<file path="src/rtl/stl_pkg.sv">
// Shared SerialTL packet-path definitions: packet width, source field geometry
// and the response-buffer state encoding.
package stl_pkg;

    localparam int unsigned PKT_W           = 128;
    localparam int unsigned SRC_W           = 8;
    localparam int unsigned SRC_LSB_DEFAULT = 24;
    localparam int unsigned CNT_W           = 4;
    localparam int unsigned STRAY_W         = 8;

    typedef logic [PKT_W-1:0] pkt_t;

    typedef enum logic {
        RSP_EMPTY = 1'b0,
        RSP_FULL  = 1'b1
    } rsp_state_e;

endpackage

</file>
<file path="src/rtl/stl_outstanding_ctr.sv">
// Per-requester in-flight transaction counter with full/zero flags and a
// timeout flush that discards every outstanding transaction at once.
module stl_outstanding_ctr
    import stl_pkg::*;
#(
    parameter int unsigned MAX_OUTSTANDING = 4
) (
    input  logic             clk,
    input  logic             reset,
    input  logic             inc,
    input  logic             dec,
    input  logic             flush,
    output logic [CNT_W-1:0] count,
    output logic             full,
    output logic             zero
);

    logic dec_ok;

    // A delivery against an already-flushed counter must not wrap it
    assign dec_ok = dec && (count != '0);

    always_ff @(posedge clk) begin
        if (reset) begin
            count <= '0;
        end else if (flush) begin
            count <= '0;
        end else begin
            case ({inc, dec_ok})
                2'b10:   count <= count + CNT_W'(1);
                2'b01:   count <= count - CNT_W'(1);
                default: count <= count;
            endcase
        end
    end

    assign full = (count == CNT_W'(MAX_OUTSTANDING));
    assign zero = (count == '0);

endmodule

</file>
<file path="src/rtl/stl_txn_arbiter.sv">
// Two-requester round-robin arbiter for the SerialTL packet path: tags request
// sources with the requester index, routes tagged responses back, flushes on timeout.
module stl_txn_arbiter
    import stl_pkg::*;
#(
    parameter int unsigned CLOCK_FREQ      = 100_000_000,
    parameter int unsigned SRC_LSB         = SRC_LSB_DEFAULT,
    parameter int unsigned MAX_OUTSTANDING = 4,
    parameter int unsigned TIMEOUT_CYCLES  = 1_000_000
) (
    input  logic               clk,
    input  logic               reset,
    input  logic               req0_valid,
    output logic               req0_ready,
    input  logic [PKT_W-1:0]   req0_data,
    input  logic               req1_valid,
    output logic               req1_ready,
    input  logic [PKT_W-1:0]   req1_data,
    output logic               rsp0_valid,
    input  logic               rsp0_ready,
    output logic [PKT_W-1:0]   rsp0_data,
    output logic               rsp1_valid,
    input  logic               rsp1_ready,
    output logic [PKT_W-1:0]   rsp1_data,
    output logic               pkt_valid,
    input  logic               pkt_ready,
    output logic [PKT_W-1:0]   pkt_data,
    input  logic               tl_rsp_valid,
    output logic               tl_rsp_ready,
    input  logic [PKT_W-1:0]   tl_rsp_data,
    input  logic               drain,
    output logic               idle,
    output logic               timeout_err,
    output logic [STRAY_W-1:0] stray_count
);

    localparam int unsigned TAG_BIT = SRC_LSB + SRC_W - 1;
    localparam int unsigned TO_W    = $clog2(TIMEOUT_CYCLES);

    if (MAX_OUTSTANDING == 0 || MAX_OUTSTANDING > 15 || TIMEOUT_CYCLES < 2 ||
        SRC_LSB + SRC_W > PKT_W || CLOCK_FREQ == 0) begin : g_bad_params
        $error("stl_txn_arbiter: parameter out of range");
    end

    logic [CNT_W-1:0] cnt0, cnt1;
    logic             full0, full1, zero0, zero1;
    logic             can_load, elig0, elig1, grant0, grant1, last_grant;
    logic             tl_hs, rsp_tag, rsp_stray, deliver0, deliver1;
    logic             to_clr, flush;
    logic [TO_W-1:0]  to_cnt;
    logic             rsp_dst;
    pkt_t             req_tagged, rsp_untagged, rsp_buf;
    rsp_state_e       rsp_state, rsp_state_nxt;

    stl_outstanding_ctr #(.MAX_OUTSTANDING(MAX_OUTSTANDING)) u_ctr0 (
        .clk(clk), .reset(reset), .inc(grant0), .dec(deliver0), .flush(flush),
        .count(cnt0), .full(full0), .zero(zero0)
    );

    stl_outstanding_ctr #(.MAX_OUTSTANDING(MAX_OUTSTANDING)) u_ctr1 (
        .clk(clk), .reset(reset), .inc(grant1), .dec(deliver1), .flush(flush),
        .count(cnt1), .full(full1), .zero(zero1)
    );

    // Round-robin grant; the buffer may reload in the cycle it is popped
    assign can_load   = !pkt_valid || pkt_ready;
    assign elig0      = !reset && req0_valid && !full0 && !drain && can_load;
    assign elig1      = !reset && req1_valid && !full1 && !drain && can_load;
    assign grant0     = elig0 && (!elig1 || last_grant);
    assign grant1     = elig1 && (!elig0 || !last_grant);
    assign req0_ready = grant0;
    assign req1_ready = grant1;

    always_comb begin
        req_tagged          = grant1 ? req1_data : req0_data;
        req_tagged[TAG_BIT] = grant1;
    end

    always_ff @(posedge clk) begin
        if (reset) begin
            pkt_valid  <= 1'b0;
            pkt_data   <= '0;
            last_grant <= 1'b1;
        end else if (grant0 || grant1) begin
            pkt_valid  <= 1'b1;
            pkt_data   <= req_tagged;
            last_grant <= grant1;
        end else if (pkt_ready) begin
            pkt_valid  <= 1'b0;
        end
    end

    // Response capture and routing by tag bit
    assign tl_rsp_ready = (rsp_state == RSP_EMPTY);
    assign tl_hs        = tl_rsp_valid && tl_rsp_ready;
    assign rsp_tag      = tl_rsp_data[TAG_BIT];
    assign rsp_stray    = rsp_tag ? zero1 : zero0;
    assign rsp0_valid   = (rsp_state == RSP_FULL) && !rsp_dst;
    assign rsp1_valid   = (rsp_state == RSP_FULL) && rsp_dst;
    assign rsp0_data    = rsp_buf;
    assign rsp1_data    = rsp_buf;
    assign deliver0     = rsp0_valid && rsp0_ready;
    assign deliver1     = rsp1_valid && rsp1_ready;

    always_comb begin
        rsp_untagged          = tl_rsp_data;
        rsp_untagged[TAG_BIT] = 1'b0;
    end

    always_ff @(posedge clk) begin
        if (reset) begin
            rsp_state <= RSP_EMPTY;
        end else begin
            rsp_state <= rsp_state_nxt;
        end
    end

    always_comb begin
        rsp_state_nxt = rsp_state;
        case (rsp_state)
            RSP_EMPTY: if (tl_rsp_valid && !rsp_stray) rsp_state_nxt = RSP_FULL;
            RSP_FULL:  if (deliver0 || deliver1) rsp_state_nxt = RSP_EMPTY;
            default:   rsp_state_nxt = RSP_EMPTY;
        endcase
    end

    always_ff @(posedge clk) begin
        if (reset) begin
            rsp_buf     <= '0;
            rsp_dst     <= 1'b0;
            stray_count <= '0;
        end else if (tl_hs) begin
            if (!rsp_stray) begin
                rsp_buf <= rsp_untagged;
                rsp_dst <= rsp_tag;
            end else if (stray_count != '1) begin
                stray_count <= stray_count + STRAY_W'(1);
            end
        end
    end

    // Timeout watchdog: runs only while something is outstanding and no response arrives
    assign to_clr = tl_hs || (zero0 && zero1);
    assign flush  = !to_clr && (to_cnt == TO_W'(TIMEOUT_CYCLES - 1));

    always_ff @(posedge clk) begin
        if (reset) begin
            to_cnt      <= '0;
            timeout_err <= 1'b0;
        end else if (to_clr || flush) begin
            to_cnt      <= '0;
            timeout_err <= timeout_err || flush;
        end else begin
            to_cnt      <= to_cnt + TO_W'(1);
        end
    end

    assign idle = zero0 && zero1 && !pkt_valid && (rsp_state == RSP_EMPTY);

endmodule
</file>
<file path="config.mk">
export PLATFORM = sky130hd
export DESIGN_NAME = stl_txn_arbiter
export DESIGN_NICKNAME = d
export VERILOG_FILES = /design/src/rtl/stl_pkg.sv /design/src/rtl/stl_outstanding_ctr.sv /design/src/rtl/stl_txn_arbiter.sv
export SDC_FILE = /design/constraint.sdc
export NUM_CORES = 1
export LEC_CHECK = 0
export ABC_CLOCK_PERIOD_IN_PS = 9040
export CORE_AREA = 8 8 306 308
export DETAILED_ROUTE_END_ITERATION = 12
export DIE_AREA = 0 0 314 316
export PLACE_DENSITY = 0.4
export SLEW_MARGIN = 20
export SYNTH_ARGS = -nofsm -noshare
export SYNTH_HDL_FRONTEND = slang
export SYNTH_SLANG_ARGS = --single-unit
</file>
<file path="constraint.sdc">
create_clock -name clk -period 9.04 [get_ports clk]
set_input_delay 2.26 -clock clk [delete_from_list [all_inputs] [get_ports clk]]
set_output_delay 2.26 -clock clk [all_outputs]
set_load 0.02 [all_outputs]
</file>
=== Word level (Yosys, flattened, before mapping) ===
Index checks and enable logic that the tools add are counted.

* Output and inout port bits: 400
* Latch bits: 0
* Memories kept: 0
* ROM bits: 0
* Register bits after elaboration: 296
* Memory bits (writable): 0
* Word-level logic and storage cells: 88

* Multipliers: 0
* Reductions and logical operators: 52
* Multiplexer cells: 9
* Add/subtract/negate cells: 6
* Shift-type cells: 0
* Bitwise gates (word level): 2
* Equal/unequal tests: 8
* $lt $le $gt $ge: 0
* Div/mod/pow operators: 0

{| class="wikitable"
|+ Operators by type and width
! cell !! count
|-
| $mux 128 || 1
|-
| $logic_and 1x1->1 || 22
|-
| $add 20x1->20 const B || 1
|-
| $eq 20x20->1 const B || 1
|-
| $pmux 4 s2 || 2
|-
| $logic_not 1->1 || 11
|-
| $add 4x1->4 const B || 2
|-
| $add 8x1->8 const B || 1
|-
| $eq 4x3->1 const B || 2
|-
| $logic_not 4->1 || 2
|-
| $logic_or 1x1->1 || 8
|-
| $ne 8x8->1 const B || 1
|-
| $reduce_bool 4->1 || 2
|-
| $sub 4x1->4 const B || 2
|-
| $reduce_bool 2->1 || 3
|-
| $mux 1 || 5
|-
| $eq 2x1->1 const B || 2
|-
| $eq 2x2->1 const B || 2
|-
| $reduce_or 2->1 || 2
|-
| $reduce_and 3->1 || 1
|-
| $not 1->1 || 2
|-
| $pmux 1 s2 || 1
|-
| $reduce_and 2->1 || 1
|}

=== Longest topological paths before layout ===
* Depth after elaboration: 10
* Gate-level depth with buffers: 14
* Depth with buffers taken out: 11

=== Cells and area by module ===
A second synthesis with hierarchy kept.

* Cell total of the unflattened synthesis: 1649
* Area, all modules: 12916.1 um^2

{| class="wikitable"
|+ Modules (own cells, without submodules)
! module !! cells an instance !! area each (um^2) !! times used !! sequential area each (um^2)
|-
| stl_txn_arbiter || 1583 || 12353.1 || 1 || 5765.5
|-
| stl_outstanding_ctr || 33 || 281.5 || 2 || 80.1
|}

=== Worst setup path before layout ===
Ideal clock, no wire load.

* Path kind: in2out
* From: input port reset
* To: output port req1_ready
* Data required time: 6.780 ns
* Setup slack: 3.308 ns
* Stages on the path: 8
* Data arrival time: 3.472 ns
* Buffers on the path: 4
* Cells stage by stage: clkbuf_1 -> nor2_1 -> and4_1 -> clkbuf_1 -> buf_6 -> buf_6 -> nand2_1 -> inv_1

* Longest elaborated chain between the ends: 8
* Elaborated cells between the ends (all ways): 12
* Classes of those cells: reduce/logical (12)

{| class="wikitable"
|+ RTL lines
! what !! line !! source
|-
| start, declared || stl_txn_arbiter.sv:12 || <nowiki>input logic reset,</nowiki>
|-
| $logic_not 1->1 (*) || stl_txn_arbiter.sv:67, stl_txn_arbiter.sv:68 ||
|-
| $logic_and 1x1->1 (4 in series) || stl_txn_arbiter.sv:67 || <nowiki>assign elig0 = !reset && req0_valid && !full0 && !drain && can_load;</nowiki>
|-
| $logic_not 1->1 || stl_txn_arbiter.sv:70 || <nowiki>assign grant1 = elig1 && (!elig0 || !last_grant);</nowiki>
|-
| $logic_or 1x1->1 || stl_txn_arbiter.sv:70 ||
|-
| $logic_and 1x1->1 (*) || stl_txn_arbiter.sv:70 ||
|-
| end, declared || stl_txn_arbiter.sv:17 || <nowiki>output logic req1_ready,</nowiki>
|}

Mark *: on every way between the ends. The rest lies on a longest branch, timed or not.

=== Worst setup path in the final report ===
* From: input port pkt_ready
* To: output port req1_ready

* Longest elaborated chain between the ends: 5
* Elaborated cells between the ends (all ways): 6
* Classes of those cells: reduce/logical (6)

{| class="wikitable"
|+ RTL lines
! what !! line !! source
|-
| start, declared || stl_txn_arbiter.sv:26 || <nowiki>input logic pkt_ready,</nowiki>
|-
| $logic_or 1x1->1 (*) || stl_txn_arbiter.sv:66 || <nowiki>assign can_load = !pkt_valid || pkt_ready;</nowiki>
|-
| $logic_and 1x1->1 || stl_txn_arbiter.sv:67 ||
|-
| $logic_not 1->1 || stl_txn_arbiter.sv:70 ||
|-
| $logic_or 1x1->1 || stl_txn_arbiter.sv:70 ||
|-
| $logic_and 1x1->1 (*) || stl_txn_arbiter.sv:70 ||
|}

Marks and branches as above.

==> flow_summary_export.csv <==
group,metric,value,unit
finish,area_growth,61.4,%
timing,hold_viol_final,0,
routing,drc,0,
timing,final.setup.tns,0,ns
timing,period_needed,6.98,ns
logic_synthesis,synth_area,0.0147,mm²
logic_synthesis,synth_cells,1744,
critical_path,path_max_fanout,38,
critical_path,crit_required,6.78,ns
logic_synthesis,synth.distinct_cells,54,
logic_synthesis,yosysTopAreaCell,"dfxtp_1",
logic_synthesis,syn_avg_cell_area,8.44,µm²
clock_network,clock_latency,0.57,ns
critical_path,setup.worst_path.end_class,"primary output",
power_and_ir_drop,total_power,3.75,mW
timing,relSlewSlack,0.259,
logic_synthesis,muxShareOfSynthArea,0.00569,
logic_synthesis,synth_fa_ha_area_frac,0.00680,
die,rows,110,
clock_network,clockBufferDepth,3,
clock_network,cts_sinks,296,
routing,ant_nets,0,
die,io_pins,793,
power_and_ir_drop,powerDensity,158,mW/mm²
critical_path,crit_family,"buffers and inverters",
logic_synthesis,ys_seq_area_frac,0.402,
logic_synthesis,synth-xor-area-share,0.0119,
finish,nets,2662,
logic_synthesis,synth_compound_area_frac,0.346,
routing,dr.pass1.iters,5,
logic_synthesis,synth_ff_type,"dfxtp_1",
grt,grt_start_max_net_pins,143,
routing,wl_per_cell,23.7,µm
clock_network,post_cts_resize_count,0,
finish,drive_gt1_frac,0.0608,
placed_design,gp_congestion,0.783,
logic_synthesis,synth_seq_cells,296,
routing,drtIter0Drc,770,
clock_network,cts_buffers,41,
routing,vias,16100,
power_and_ir_drop,vdd_drop_max,118,µV
logic_synthesis,synthSimpleGateAreaFrac,0.0930,
critical_path,slowest_delay,0.72,ns
clock_network,ctsHoldBuffers,0,
finish,fin_util,0.267,
logic_synthesis,synth_top_family_by_area,"compound AO/OA/AOI/OAI gates",
critical_path,crit_buf_inv,3,
clock_network,htreeDepth,2,
clock_network,tritoncts,"built",
grt,first_global_vias,16200,
die,die_w,314,µm
logic_synthesis,synth-edff-count,0,
logic_synthesis,synth.area.top_cells,"dfxtp_1, a21oi_1, o21ai_0",
finish,final_area,0.0238,mm²
power_and_ir_drop,power_leakage,7.42,nW
grt,grt_usage,0.154,
timing,rsz0062_at_grt,"no",
critical_path,crit_arrival,4.72,ns
placed_design,portBuffers,788,
critical_path,criticalPathCategory,"in -> out",
grt,grt_antenna_before_repair,26,
routing,vias_per_cell,4.62,
die,die-area,0.0992,mm²
die,die_h,316,µm
clock_network,path_clk_slew,0.05,ns
min_path,worstHoldPathType,"reg -> reg",
die,start_util,0.165,
timing,finalMaxSlewViolations,0,
clock_network,cts_setup_buffers,0,
timing,max_freq,143,MHz
logic_synthesis,ys_async_sr_fraction,0,
die,fp.coreArea,0.0890,mm²
routing,wirelength,82500,µm
placed_design,placed_area,0.0224,mm²
timing,worst_pin_slew,1.11,ns
job,maxCapViolCount,0,
critical_path,slowest_stage,"clkdlybuf4s50_1",
placed_design,hpwl,59600,µm
timing,setup_viol,0,
grt,grt_pass1_wl,116000,µm
logic_synthesis,synth_top_area_share,0.402,
critical_path,critPathMostFrequentCell,"clkdlybuf4s50_1",
critical_path,worst_setup_path_start_kind,"primary input",
grt,grt_overflow,0,
timing,fin_worst_skew,0.0200,ns
timing,period_share,0.772,
clock_network,clockRootBuffer,"clkbuf_16",
finish,final_cells,3478,
logic_synthesis,ys.warnings.count,0,
outcome,outcome,"finished clean",
critical_path,path_cells,"clkdlybuf4s50_1, nand2b_1, and4_4, nand2_1, inv_1, clkdlybuf4s50_1",
placed_design,placedCellCount,3394,
## Yosys cell counts, types with 8 or more instances
| cell | instances |
|---|---|
| a211oi_2 | 10 |
| a21oi_1 | 272 |
| dfxtp_1 | 296 |
| buf_4 | 134 |
| xnor2_1 | 8 |
| buf_6 | 13 |
| xor2_1 | 12 |
| clkbuf_1 | 141 |
| buf_2 | 31 |
| nand3_1 | 144 |
| nand4_1 | 9 |
| a311oi_1 | 107 |
| ha_1 | 8 |
| nor2_1 | 35 |
| o21ai_0 | 261 |
| nand2_1 | 13 |
| buf_1 | 17 |
| a211oi_1 | 117 |
| a311oi_2 | 21 |
## kinds of logic (layout without fill, tap and decap cells)
group	Yosys count	after routing
and+or+nand+nor	257	257
buffers and inverters	346	889
AOI/OAI and AO/OA	808	808
DFF	296	296
muxes	8	8
adders and majority gates	8	8
other	1	16
xor gates and xnor gates	20	20
## worst register-to-register path, cell delays in order, from the launching register on
cell and delay [ns]:
dfxtp_1 0.44, or4b_1 0.67, nand3_4 0.47, nand2_1 0.27
ha_1 0.32, xor2_1 0.16, ha_1 0.19, a21oi_1 0.15
xor2_1 0.09, or3_1 0.31, a21oi_1 0.14
## worst paths after layout
check | cells past startpoint | slack (ns) | start | endpoint
max | 6 | 2.06 | pkt_ready | req1_ready
min | 1 | 0.47 | to_cnt[0] | to_cnt[0]
max reg2reg | 10 | 5.76 | u_ctr0.count[2] | u_ctr1.count[2]
min reg2reg | 1 | 0.47 | to_cnt[0] | to_cnt[0]
## layer usage
layer / up-vias / part of all wire / global-route usage
li1: 7472 / - / -
met5: - / 0.00056 / 0
met2: 671 / 0.51 / 0.278
met4: 8 / 0.027 / 0.0491
met3: 122 / 0.095 / 0.0606
met1: 7791 / 0.37 / 0.162
## layout by cell type (no fill, tap or decap), types with 3 or more instances in the layout
master	count
nor4_1	5
o21ai_1	4
clkdlybuf4s50_1	787
a311oi_2	21
o21ai_0	261
or4_1	6
nand2_1	12
and3_1	3
nand4_1	9
clkbuf_1	8
and4_1	3
nor3_1	4
dfxtp_1	296
nor2b_1	6
clkbuf_8	9
clkinv_2	4
xnor2_1	8
a211oi_2	10
inv_1	7
nand2b_1	3
ha_1	8
o31ai_1	5
a311oi_1	107
xor2_1	12
a21oi_1	272
mux2i_1	4
a211oi_1	117
nand3_1	143
or3_1	5
clkbuf_16	41
buf_4	22
nor2_1	35
diode_2	14
nor4b_1	3
## cell type report
class,instances,area (µm²)
inverter,7,26.3
clock inverter,12,124
tap,1176,1470
fill,9518,65300
sequential,296,5930
multi-input combinational,1103,6910
antenna,14,35.0
clock buffer,58,1180
timing repair buffer,812,8100
## flip-flops by register name, summed over array words and instances (netlist names)
| signal | count |
|---|---|
| rsp0_data | 127 |
| rsp_dst | 1 |
| u_ctr0.count | 4 |
| pkt_valid | 1 |
| stray_count | 8 |
| to_cnt | 20 |
| rsp_state | 1 |
| u_ctr1.count | 4 |
| pkt_data | 128 |
| timeout_err | 1 |
| last_grant | 1 |
## power by group
part	total (mW)	switching, mW	internal, mW
Sequential	1.40	0.0427	1.36
Combinational	0.743	0.401	0.343
Clock	1.60	0.666	0.938
Total	3.75	1.11	2.64
## stage by stage
| stage | hold slack [ns] | setup WS (ns) |
|---|---|---|
| CTS | 0.477 | 1.97 |
| finish | 0.470 | 2.06 |
| global route | 0.520 | 1.86 |
| floorplan | 0.429 | 3.31 |
| global placement | 0.443 | 1.99 |
| detailed placement | 0.470 | 1.97 |
Note: power is estimated with default switching activity, not from simulation.
